## src/rtl/grant_decoder_if.sv

```systemverilog
// ============================================================================
// Module      : grant_decoder_if
// Description : Index handshake and grant bus between the priority encoder
//               side and grant_decoder.
// Revision    : 1.0 - initial release
// ============================================================================
`default_nettype none

interface grant_decoder_if #(
    parameter int IDX_W = 2
);
    localparam int c_N = 2 ** IDX_W;

    logic             in_valid;
    logic [IDX_W-1:0] in_idx;
    logic             in_none;
    logic             in_ready;
    // "release" is a reserved word, hence release_req
    logic             release_req;
    logic [c_N-1:0]   grant;
    logic             grant_valid;
    logic             grant_done;
    logic [7:0]       grant_count;

    modport master (
        output in_valid, in_idx, in_none, release_req,
        input  in_ready, grant, grant_valid, grant_done, grant_count
    );

    modport slave (
        input  in_valid, in_idx, in_none, release_req,
        output in_ready, grant, grant_valid, grant_done, grant_count
    );
endinterface

`default_nettype wire

```

## src/rtl/grant_decoder.sv

```systemverilog
// ============================================================================
// Module      : grant_decoder
// Description : Sequential 2-to-4 grant decoder with programmable hold time,
//               early release and a completed-grant counter.
// Revision    : 1.0 - initial release
// ============================================================================
`default_nettype none

module grant_decoder #(
    parameter int          IDX_W       = 2,
    parameter int unsigned HOLD_CYCLES = 3
) (
    input  wire            clk,
    input  wire            rst_n,
    grant_decoder_if.slave bus
);
    localparam int c_N = 2 ** IDX_W;

    typedef enum logic [0:0] {
        IDLE  = 1'b0,
        GRANT = 1'b1
    } state_t;

    state_t         state_q, state_d;
    logic [7:0]     cnt_q, cnt_d;
    logic [c_N-1:0] grant_q, grant_d;
    logic [7:0]     count_q, count_d;

    logic w_last;
    logic w_ready;
    logic w_accept;

    // in_ready and grant_done depend only on state, cnt and release
    assign w_last   = (state_q == GRANT) && ((cnt_q == 8'd0) || bus.release_req);
    assign w_ready  = (state_q == IDLE) || w_last;
    assign w_accept = bus.in_valid && w_ready;

    always_comb begin
        state_d = state_q;
        cnt_d   = cnt_q;
        grant_d = grant_q;
        count_d = count_q;

        if (state_q == GRANT && !w_last) begin
            cnt_d = cnt_q - 8'd1;
        end

        if (w_last) begin
            state_d = IDLE;
            grant_d = '0;
            count_d = count_q + 8'd1;
        end

        // An accept in the last grant cycle loads the next grant with no gap
        if (w_accept) begin
            if (bus.in_none) begin
                state_d = IDLE;
                grant_d = '0;
            end else begin
                state_d = GRANT;
                grant_d = {{(c_N-1){1'b0}}, 1'b1} << bus.in_idx;
                cnt_d   = 8'(HOLD_CYCLES - 1);
            end
        end
    end

    always_ff @(posedge clk) begin
        if (!rst_n) begin
            state_q <= IDLE;
            cnt_q   <= 8'd0;
            grant_q <= '0;
            count_q <= 8'd0;
        end else begin
            state_q <= state_d;
            cnt_q   <= cnt_d;
            grant_q <= grant_d;
            count_q <= count_d;
        end
    end

    assign bus.in_ready    = w_ready;
    assign bus.grant       = grant_q;
    assign bus.grant_valid = (state_q == GRANT);
    assign bus.grant_done  = w_last;
    assign bus.grant_count = count_q;

endmodule

`default_nettype wire

```

## src/flat_wrapper.sv

```systemverilog
// flat-port wrapper written by rule: the top's interface ports become plain ports
module grant_decoder_flat 
#(
    parameter int          IDX_W       = 2,
    parameter int unsigned HOLD_CYCLES = 3
)
  (clk, rst_n, bus_in_valid, bus_in_idx, bus_in_none, bus_release_req, bus_in_ready, bus_grant, bus_grant_valid, bus_grant_done, bus_grant_count);
  grant_decoder_if #(.IDX_W(IDX_W)) bus_i ();
  input  wire clk;
  input  wire rst_n;
  input wire logic [$bits(bus_i.in_valid)-1:0] bus_in_valid;
  input wire logic [$bits(bus_i.in_idx)-1:0] bus_in_idx;
  input wire logic [$bits(bus_i.in_none)-1:0] bus_in_none;
  input wire logic [$bits(bus_i.release_req)-1:0] bus_release_req;
  output wire logic [$bits(bus_i.in_ready)-1:0] bus_in_ready;
  output wire logic [$bits(bus_i.grant)-1:0] bus_grant;
  output wire logic [$bits(bus_i.grant_valid)-1:0] bus_grant_valid;
  output wire logic [$bits(bus_i.grant_done)-1:0] bus_grant_done;
  output wire logic [$bits(bus_i.grant_count)-1:0] bus_grant_count;
  assign bus_i.in_valid = bus_in_valid;
  assign bus_i.in_idx = bus_in_idx;
  assign bus_i.in_none = bus_in_none;
  assign bus_i.release_req = bus_release_req;
  assign bus_in_ready = bus_i.in_ready;
  assign bus_grant = bus_i.grant;
  assign bus_grant_valid = bus_i.grant_valid;
  assign bus_grant_done = bus_i.grant_done;
  assign bus_grant_count = bus_i.grant_count;
  grant_decoder #(.IDX_W(IDX_W), .HOLD_CYCLES(HOLD_CYCLES)) u_core (.clk(clk), .rst_n(rst_n), .bus(bus_i));
endmodule
```

## config.mk

```make
export PLATFORM = sky130hd
export DESIGN_NAME = grant_decoder_flat
export DESIGN_NICKNAME = d
export VERILOG_FILES = /design/src/rtl/grant_decoder_if.sv /design/src/rtl/grant_decoder.sv /design/src/flat_wrapper.sv
export SDC_FILE = /design/constraint.sdc
export NUM_CORES = 1
export LEC_CHECK = 0
export ABC_AREA = 1
export CAP_MARGIN = 40
export CORE_MARGIN = 2
export CORE_UTILIZATION = 45
export CTS_CLUSTER_DIAMETER = 150
export CTS_CLUSTER_SIZE = 28
export DETAILED_ROUTE_END_ITERATION = 12
export GPL_ROUTABILITY_DRIVEN = 0
export HOLD_SLACK_MARGIN = 0.15
export PLACE_DENSITY = 0.74
export SYNTH_ARGS = -nofsm -noshare
export SYNTH_HDL_FRONTEND = slang
export SYNTH_SLANG_ARGS = --single-unit
```

## constraint.sdc

```tcl
create_clock -name clk -period 1.4 [get_ports clk]
set_clock_uncertainty 0.2 [all_clocks]
set_input_delay 0.28 -clock clk [delete_from_list [all_inputs] [get_ports clk]]
set_output_delay 0.28 -clock clk [all_outputs]
set_load 0.01 [all_outputs]
```

After elaboration in Yosys (flattened, before gate mapping)

Index checks and enable logic that the tools add are counted.

Word-level logic and storage cells: 25
Flip-flop bits (word level): 21
Input port bits: 7

Shift operators: 1
Mux-type cells: 9
Bitwise operators: 1
Add/subtract/negate cells: 2
Reductions and logical operators: 8

Operators with widths:

| cell                  | count |
|---|---|
| $mux W8               | 3 |
| $mux W4               | 3 |
| $add A8 B1 Y8 const B | 1 |
| $logic_not A8 Y1      | 1 |
| $sub A8 B1 Y8 const B | 1 |
| $shl A1 B2 Y4 const A | 1 |
| $logic_and A1 B1 Y1   | 3 |
| $mux W1               | 3 |
| $logic_or A1 B1 Y1    | 2 |
| $reduce_bool A2 Y1    | 1 |
| $logic_not A1 Y1      | 1 |
| $not A1 Y1            | 1 |

Longest topological paths before layout

Gate-level depths: netlist of run 1.

Depth in word-level cells: 8
Mapped depth: 11
Mapped depth without buffers: 11

Worst setup path before layout of run 1

OpenSTA, ideal clock, no wires.

Path kind: flip-flop to output port
From: register u_core.cnt_q[0]
To: output bus_in_ready
Buffers on the path: 1
Data required time: 0.920 ns
Arrival: 1.000 ns
Path slack: -0.080 ns
Stages on the path, launching flop included: 8
Path through: dfxtp_1 -> inv_1 -> ha_1 -> nand2_1 -> inv_1 -> nand2_2 -> nand3_4 -> buf_8

Word-level cells in the longest chain between the ends: 4

Ends and longest elaborated chain:

| item                     | RTL line            | text |
|---|---|---|
| start: declaration       | grant_decoder.sv:25 | `logic [7:0] cnt_q, cnt_d;` |
| start signal: assignment | grant_decoder.sv:75 | `cnt_q <= cnt_d;` |
| $logic_not A8 Y1         | grant_decoder.sv:34 | `assign w_last = (state_q == GRANT) && ((cnt_q == 8'd0) \|\| bus.release_req);` |
| $logic_or A1 B1 Y1       | grant_decoder.sv:34 |  |
| $logic_and A1 B1 Y1      | grant_decoder.sv:34 |  |
| $logic_or A1 B1 Y1       | grant_decoder.sv:35 | `assign w_ready = (state_q == IDLE) \|\| w_last;` |
| end: declaration         | flat_wrapper.sv:15  | `output wire logic [$bits(bus_i.in_ready)-1:0] bus_in_ready;` |

No other way between the ends.

Worst setup path after layout of run 1

From: register u_core.cnt_q[1]
To: output bus_grant_done

Word-level cells in the longest chain between the ends: 3

Ends and longest elaborated chain:

| item                | RTL line            | text |
|---|---|---|
| $logic_not A8 Y1    | grant_decoder.sv:34 |  |
| $logic_or A1 B1 Y1  | grant_decoder.sv:34 |  |
| $logic_and A1 B1 Y1 | grant_decoder.sv:34 |  |
| end: declaration    | flat_wrapper.sv:18  | `output wire logic [$bits(bus_i.grant_done)-1:0] bus_grant_done;` |

No other way between the ends.

==> impl_metrics.toml, run 1 <==
[status]
status = "complete, but fails checks"
violations = "setup timing"

[setup_path]
worstSetupPathType = "flip-flop to output port"
crit_top_cell = "inv_2"
crit_path_end_kind = "output port"
crit_chain = "inv_2 > ha_4 > nand2_4 > o21ai_2 > nand2_1 > inv_2 > buf_6"
slowest_stage = "dfxtp_2"
cp.required_ps = 920
crit_path_start_kind = "flip-flop"
rr_worst_depth = 12
cpPeakStageDelay_ps = 350
critPathMaxFanout = 2
worstPathArrival_ps = 1250

[detailed_routing]
wl_mm = 3.11
num_vias = 1256
first_pass_iters = 4
viasPerCell = 4.93
drt_iter0_markers = 23
wl_per_cell_um = 12.2
ant_nets = 0
drcViolationCount = 0

[synthesis]
synth_fp_nets = 180
yosysUniqueCellTypes = 20
synth.avg_cell_area_sq_um = 6.70
ys_ff_latch = 21
syn-instance-count = 170
synth_top_area_share_pct = 36.9
ys_seq_area_share_pct = 36.9
netlist_area_sq_mm = 0.00114
yosys_warnings = 0
yosysTopAreaCell = "dfxtp_1"
synth.area.top_cells = "dfxtp_1, nand2_1, a21oi_1"

[clock_network]
cts_sinks = 21
path_clk_slew_ps = 120
cts_made_buffers = 3
root_buffer = "clkbuf_4"
cts_tree = "yes"
holdBufCountCts = 0
clockBufferDepth = 2
htree_num_levels = 1
worstSkewPairLatency_ps = 310

[grt]
grt_pass1_wl_mm = 4.47
grt_max_degree = 12
grt.total_usage_pct = 21.3
grt_pass1_vias = 1128
antenna_found_initial = 0
grt_overflow = 0

[floorplanning]
die_area_sq_mm = 0.00295
die_x_um = 54.3
die_h_um = 54.3
pin_count = 22
coreArea_sq_mm = 0.00243
fp-row-count = 18
start_util_pct = 46.8

[sta]
tightest_slew_ps = 285
final.period_utilization_pct = 123
setup_viol = 24
setup_ws_ps = -326
drv_slew = 0
final_hold_viol_count = 0
finalSetupTns_ps = -2460
finalCriticalPeriod_ps = 1730
relSlewSlack_pct = 80.9
rsz0062_at_grt = "true"
max_clock_freq_mhz = 579

[final_layout]
fin_util_pct = 71.9
drive_above_1_share_pct = 40.4
nNetsFinal = 236
syn_to_final_growth_pct = 53.6
n_antenna_cell = 0
fillers = 182

[placed_design]
port_buffers = 21
pre_cts_ws_ps = -616
dpl.hpwl_mm = 2.07

[power_and_ir_drop]
vdd_drop_max_mv = 0.585
power_density_mw_per_mm2 = 664
power.total_mw = 1.16
power.static_leakage_nw = 0.825

[min_path]
min_path_cells = 2
hp-class = "flip-flop to flip-flop"

[flow_run]
maxCapViolCount = 0
-- path summary, 6_finish.rpt --
| path | endpoint | start | slack, ps |
|---|---|---|---|
| worst max-delay path | bus_grant_done | u_core.cnt_q[1] | -330 |
| worst min-delay path | u_core.cnt_q[0] | u_core.cnt_q[0] | 280 |
| worst max register to register | u_core.cnt_q[5] | u_core.cnt_q[1] | -150 |
| worst min register to register | u_core.cnt_q[0] | u_core.cnt_q[0] | 280 |
-- worst max-delay path: cells and delay by family (launching register included) --
kind,cells,cell delay (ps)
adder cells (fa/ha/maj),1,140
AND/OR/NAND/NOR,2,130
buffers and inverters,3,230
flip-flops,1,350
AO/OA/AOI/OAI,1,100
-- sequential cells by signal (all words and copies together) (netlist names) --
signal	count
u_core.bus.grant	4
u_core.bus.grant_count	8
u_core.cnt_q	8
u_core.bus.grant_valid	1
-- placed cells by master, fill, tap and decap left out, types with 6 or more instances in the layout --
cell             netlist  routed
buf_6                  0       6
clkdlybuf4s50_1        0       6
a21oi_1               16      12
dfxtp_1               21      12
nand3_1               11       9
nand2_1               54      49
nor3_1                 6       6
nor2_1                14      11
buf_4                  1      27
inv_2                  4       6
xor2_1                 7       7
clkbuf_2               0       9
dfxtp_2                0       7
inv_1                 20      17
-- power by group --
| group | switching [mW] | total [mW] | internal [mW] |
|---|---|---|---|
| registers | 0.0104 | 0.619 | 0.609 |
| clock network | 0.195 | 0.306 | 0.111 |
| logic | 0.120 | 0.236 | 0.116 |
| total | 0.326 | 1.16 | 0.836 |
-- cells by family (layout without fill, tap and decap cells) --
group           count (synthesis)  count (layout)  share of synthesized area, %
compound gates                 19              19                          8.35
xor+xnor                        9               9                          6.92
fa+ha+maj                       3               3                          3.30
buf+inv                        27              82                          10.2
flops                          21              21                          36.9
simple gates                   91              91                          34.3
-- Yosys cell counts --
master    count
nand2_1      54
dfxtp_1      21
inv_1        20
a21oi_1      16
nor2_1       14
nand3_1      11
xor2_1        7
nor3_1        6
inv_2         4
ha_1          3
nand2_2       3
o21ai_0       2
xnor2_1       2
buf_4         1
buf_8         1
clkbuf_1      1
nand3_4       1
nand3b_1      1
nor2_2        1
o21ai_1       1
-- routing by layer --
layer / track usage [%] / wire length [um]
met2: 40.6 / 1660
met4: 11.3 / 72
met3: 2.73 / 121
met5: 0 / 0
met1: 22.3 / 1260
-- metrics by stage --
stage	cell area, sq um	hold WS [ps]	std cells
finish	1750	276	255
global placement	1590	258	246
CTS	1710	276	253
global route	1750	292	255
floorplan	1140	198	170
detailed placement	1590	260	246
-- cell type report --
class / instances / area [sq um] / area share [%]
inverter: 24 / 97.6 / 5.58
timing repair buffer: 53 / 438 / 25.0
multi-input combinational: 122 / 707 / 40.4
timing repair inverter: 1 / 6.26 / 0.358
sequential: 21 / 437 / 25.0
clock buffer: 4 / 26.3 / 1.50
tap: 30 / 37.5 / 2.15
-- timing repair --
action	CTS	global route
endpoints found under the setup margin	36	36
pin swaps	9	12
resized for setup	64	32
cloned	0	1
buffers inserted	3	1
hold endpoints to repair	0	0
Power figures use the tool's default switching activity.
==> run 2, diff against run 1 <==
CORE_MARGIN = not set   (was 2)
==> run 2 against run 1 <==
Against the previous run: the flow still finishes with violations (setup timing); sequential power about the same; critical path depth unchanged; worst setup slack worse by 59 ps; core utilization up 7.0 points; clock-buffer cell count down 1; worst hold slack better by 24 ps; critical endpoint unchanged.
==> impl_metrics.toml, run 2 (synthesis gave the netlist of run 1 again) <==
[floorplanning]
start_util_pct = 49.6
die_h_um = 52.3
pin_count = 22
die_area_sq_mm = 0.00274
fp-row-count = 17
die_x_um = 52.3
coreArea_sq_mm = 0.00230

[detailed_routing]
wl_mm = 3.39
dr_wl_met2_mm = 1.85
wl_met3_um = 130
ant_nets = 0
drt_iter0_markers = 34
first_pass_iters = 5
wl_met1_mm = 1.40
viasPerCell = 5.03
drcViolationCount = 0
top_layer_used = "met4"
num_vias = 1273
wl_per_cell_um = 13.4

[setup_path]
reg2reg_from = "u_core.cnt_q[1]"
worstReg2RegEnd = "u_core.bus.grant[3]"
crit_path_end_kind = "output port"
rrSetupSlack_ps = -300
slowest_stage = "dfxtp_2"
worstSetupPathType = "flip-flop to output port"
cpPeakStageDelay_ps = 360
crit_top_cell = "inv_2"
setup.worst_path.start = "u_core.cnt_q[1]"
crit_path_start_kind = "flip-flop"
critPathMaxFanout = 2
crit_chain = "inv_2 > ha_4 > nand2_4 > o21ai_2 > nand2_2 > inv_2 > buf_6"
cp.required_ps = 920
worstPathArrival_ps = 1310
rr_worst_depth = 11

[final_layout]
syn_to_final_growth_pct = 59.1
nNetsFinal = 236
n_antenna_cell = 0
drive_above_1_share_pct = 44.0
layout_commonest_cell = "nand2_1"
fin_util_pct = 78.9
fillers = 157
layout.cells.most_common_list = "nand2_1, buf_4, inv_1, dfxtp_1, nor2_1"

[clock_network]
path_clk_slew_ps = 140
cts_sinks = 21
worstSkewPairLatency_ps = 310
htree_num_levels = 1
cts_tree = "yes"
root_buffer = "clkbuf_4"
clockBufferDepth = 2
cts_made_buffers = 3
holdBufCountCts = 0

[sta]
relSlewSlack_pct = 70.6
final_hold_viol_count = 0
drv_slew = 0
setup_viol = 23
setup_ws_ps = -385
finalCriticalPeriod_ps = 1790
rsz0062_at_grt = "true"
max_clock_freq_mhz = 560
tightest_slew_ps = 439
final.period_utilization_pct = 128

[grt]
antenna_found_initial = 0
grt.total_usage_pct = 25.7
grt_overflow = 0
grt_pass1_wl_mm = 5.24
grt_pass1_vias = 1202
grt_max_degree = 13

[placed_design]
dpl.hpwl_mm = 1.94
pre_cts_ws_ps = -625
port_buffers = 21

[min_path]
hold_path.startpoint = "u_core.bus.grant[0]"
min_path_cells = 2
hp-class = "flip-flop to flip-flop"
hold_end = "u_core.bus.grant[0]"

[status]
violations = "setup timing"
status = "complete, but fails checks"

[power_and_ir_drop]
vdd_drop_max_mv = 0.535
power.static_leakage_nw = 0.841
power_density_mw_per_mm2 = 652
power.total_mw = 1.18

[flow_run]
maxCapViolCount = 0
[run 2: cell types whose count changed in the layout (fill, tap and decap cells not counted), sizes merged]
cell | before | now
buf | 36 | 35
clkinv | 0 | 1
[run 2: power by group]
group | total, mW | internal [mW] | switching [mW]
clock network | 0.315 | 0.107 | 0.208
registers | 0.621 | 0.611 | 0.00975
logic | 0.245 | 0.114 | 0.131
total | 1.18 | 0.832 | 0.349
[run 2: per-layer routing]
metal | global-route usage [%] | up-vias
met5 | 0 | -
met4 | 6.58 | 0
met3 | 2.61 | 2
met2 | 48.3 | 35
met1 | 30.5 | 596
li1 | - | 640
[run 2: worst max path at each step]
| stage | endpoint | slack, ps |
|---|---|---|
| floorplan | bus_in_ready | -9 |
| global placement | bus_grant_done | -630 |
| detailed placement | bus_grant_done | -630 |
| CTS | bus_grant_done | -330 |
| global route | bus_grant_done | -440 |
| finish | bus_grant_done | -390 |
[run 2: repair_timing]
item,CTS,global route
setup buffers,6,2
gates cloned,1,0
endpoints found under the setup margin,36,35
resized for setup,75,36
pin swaps,6,6
[run 2: critical path: cells and delay by family (launching register included)]
kind | cells | cell delay, ps
flops | 1 | 360
fa+ha+maj | 1 | 130
compound gates | 1 | 120
simple gates | 2 | 120
buf+inv | 3 | 260
[run 2: cell type report]
class                   instances  area [sq um]  area share, %
multi-input cells             122           769           42.5
repair buffers                 53           445           24.6
flip-flops and latches         21           430           23.8
inverters                      24          97.6           5.39
well taps                      28          35.0           1.93
clock buffers                   3          22.5           1.24
repair inverters                1          6.26          0.345
clock inverters                 1          5.00          0.276
[run 2: metrics by stage]
stage | setup TNS, ps | instances | cell area [sq um] | hold slack [ps]
floorplan | -15.4 | 170 | 1140 | 198
global placement | -6790 | 242 | 1560 | 258
detailed placement | -6890 | 242 | 1560 | 263
CTS | -2120 | 252 | 1760 | 300
global route | -6300 | 253 | 1810 | 330
finish | -5070 | 253 | 1810 | 300
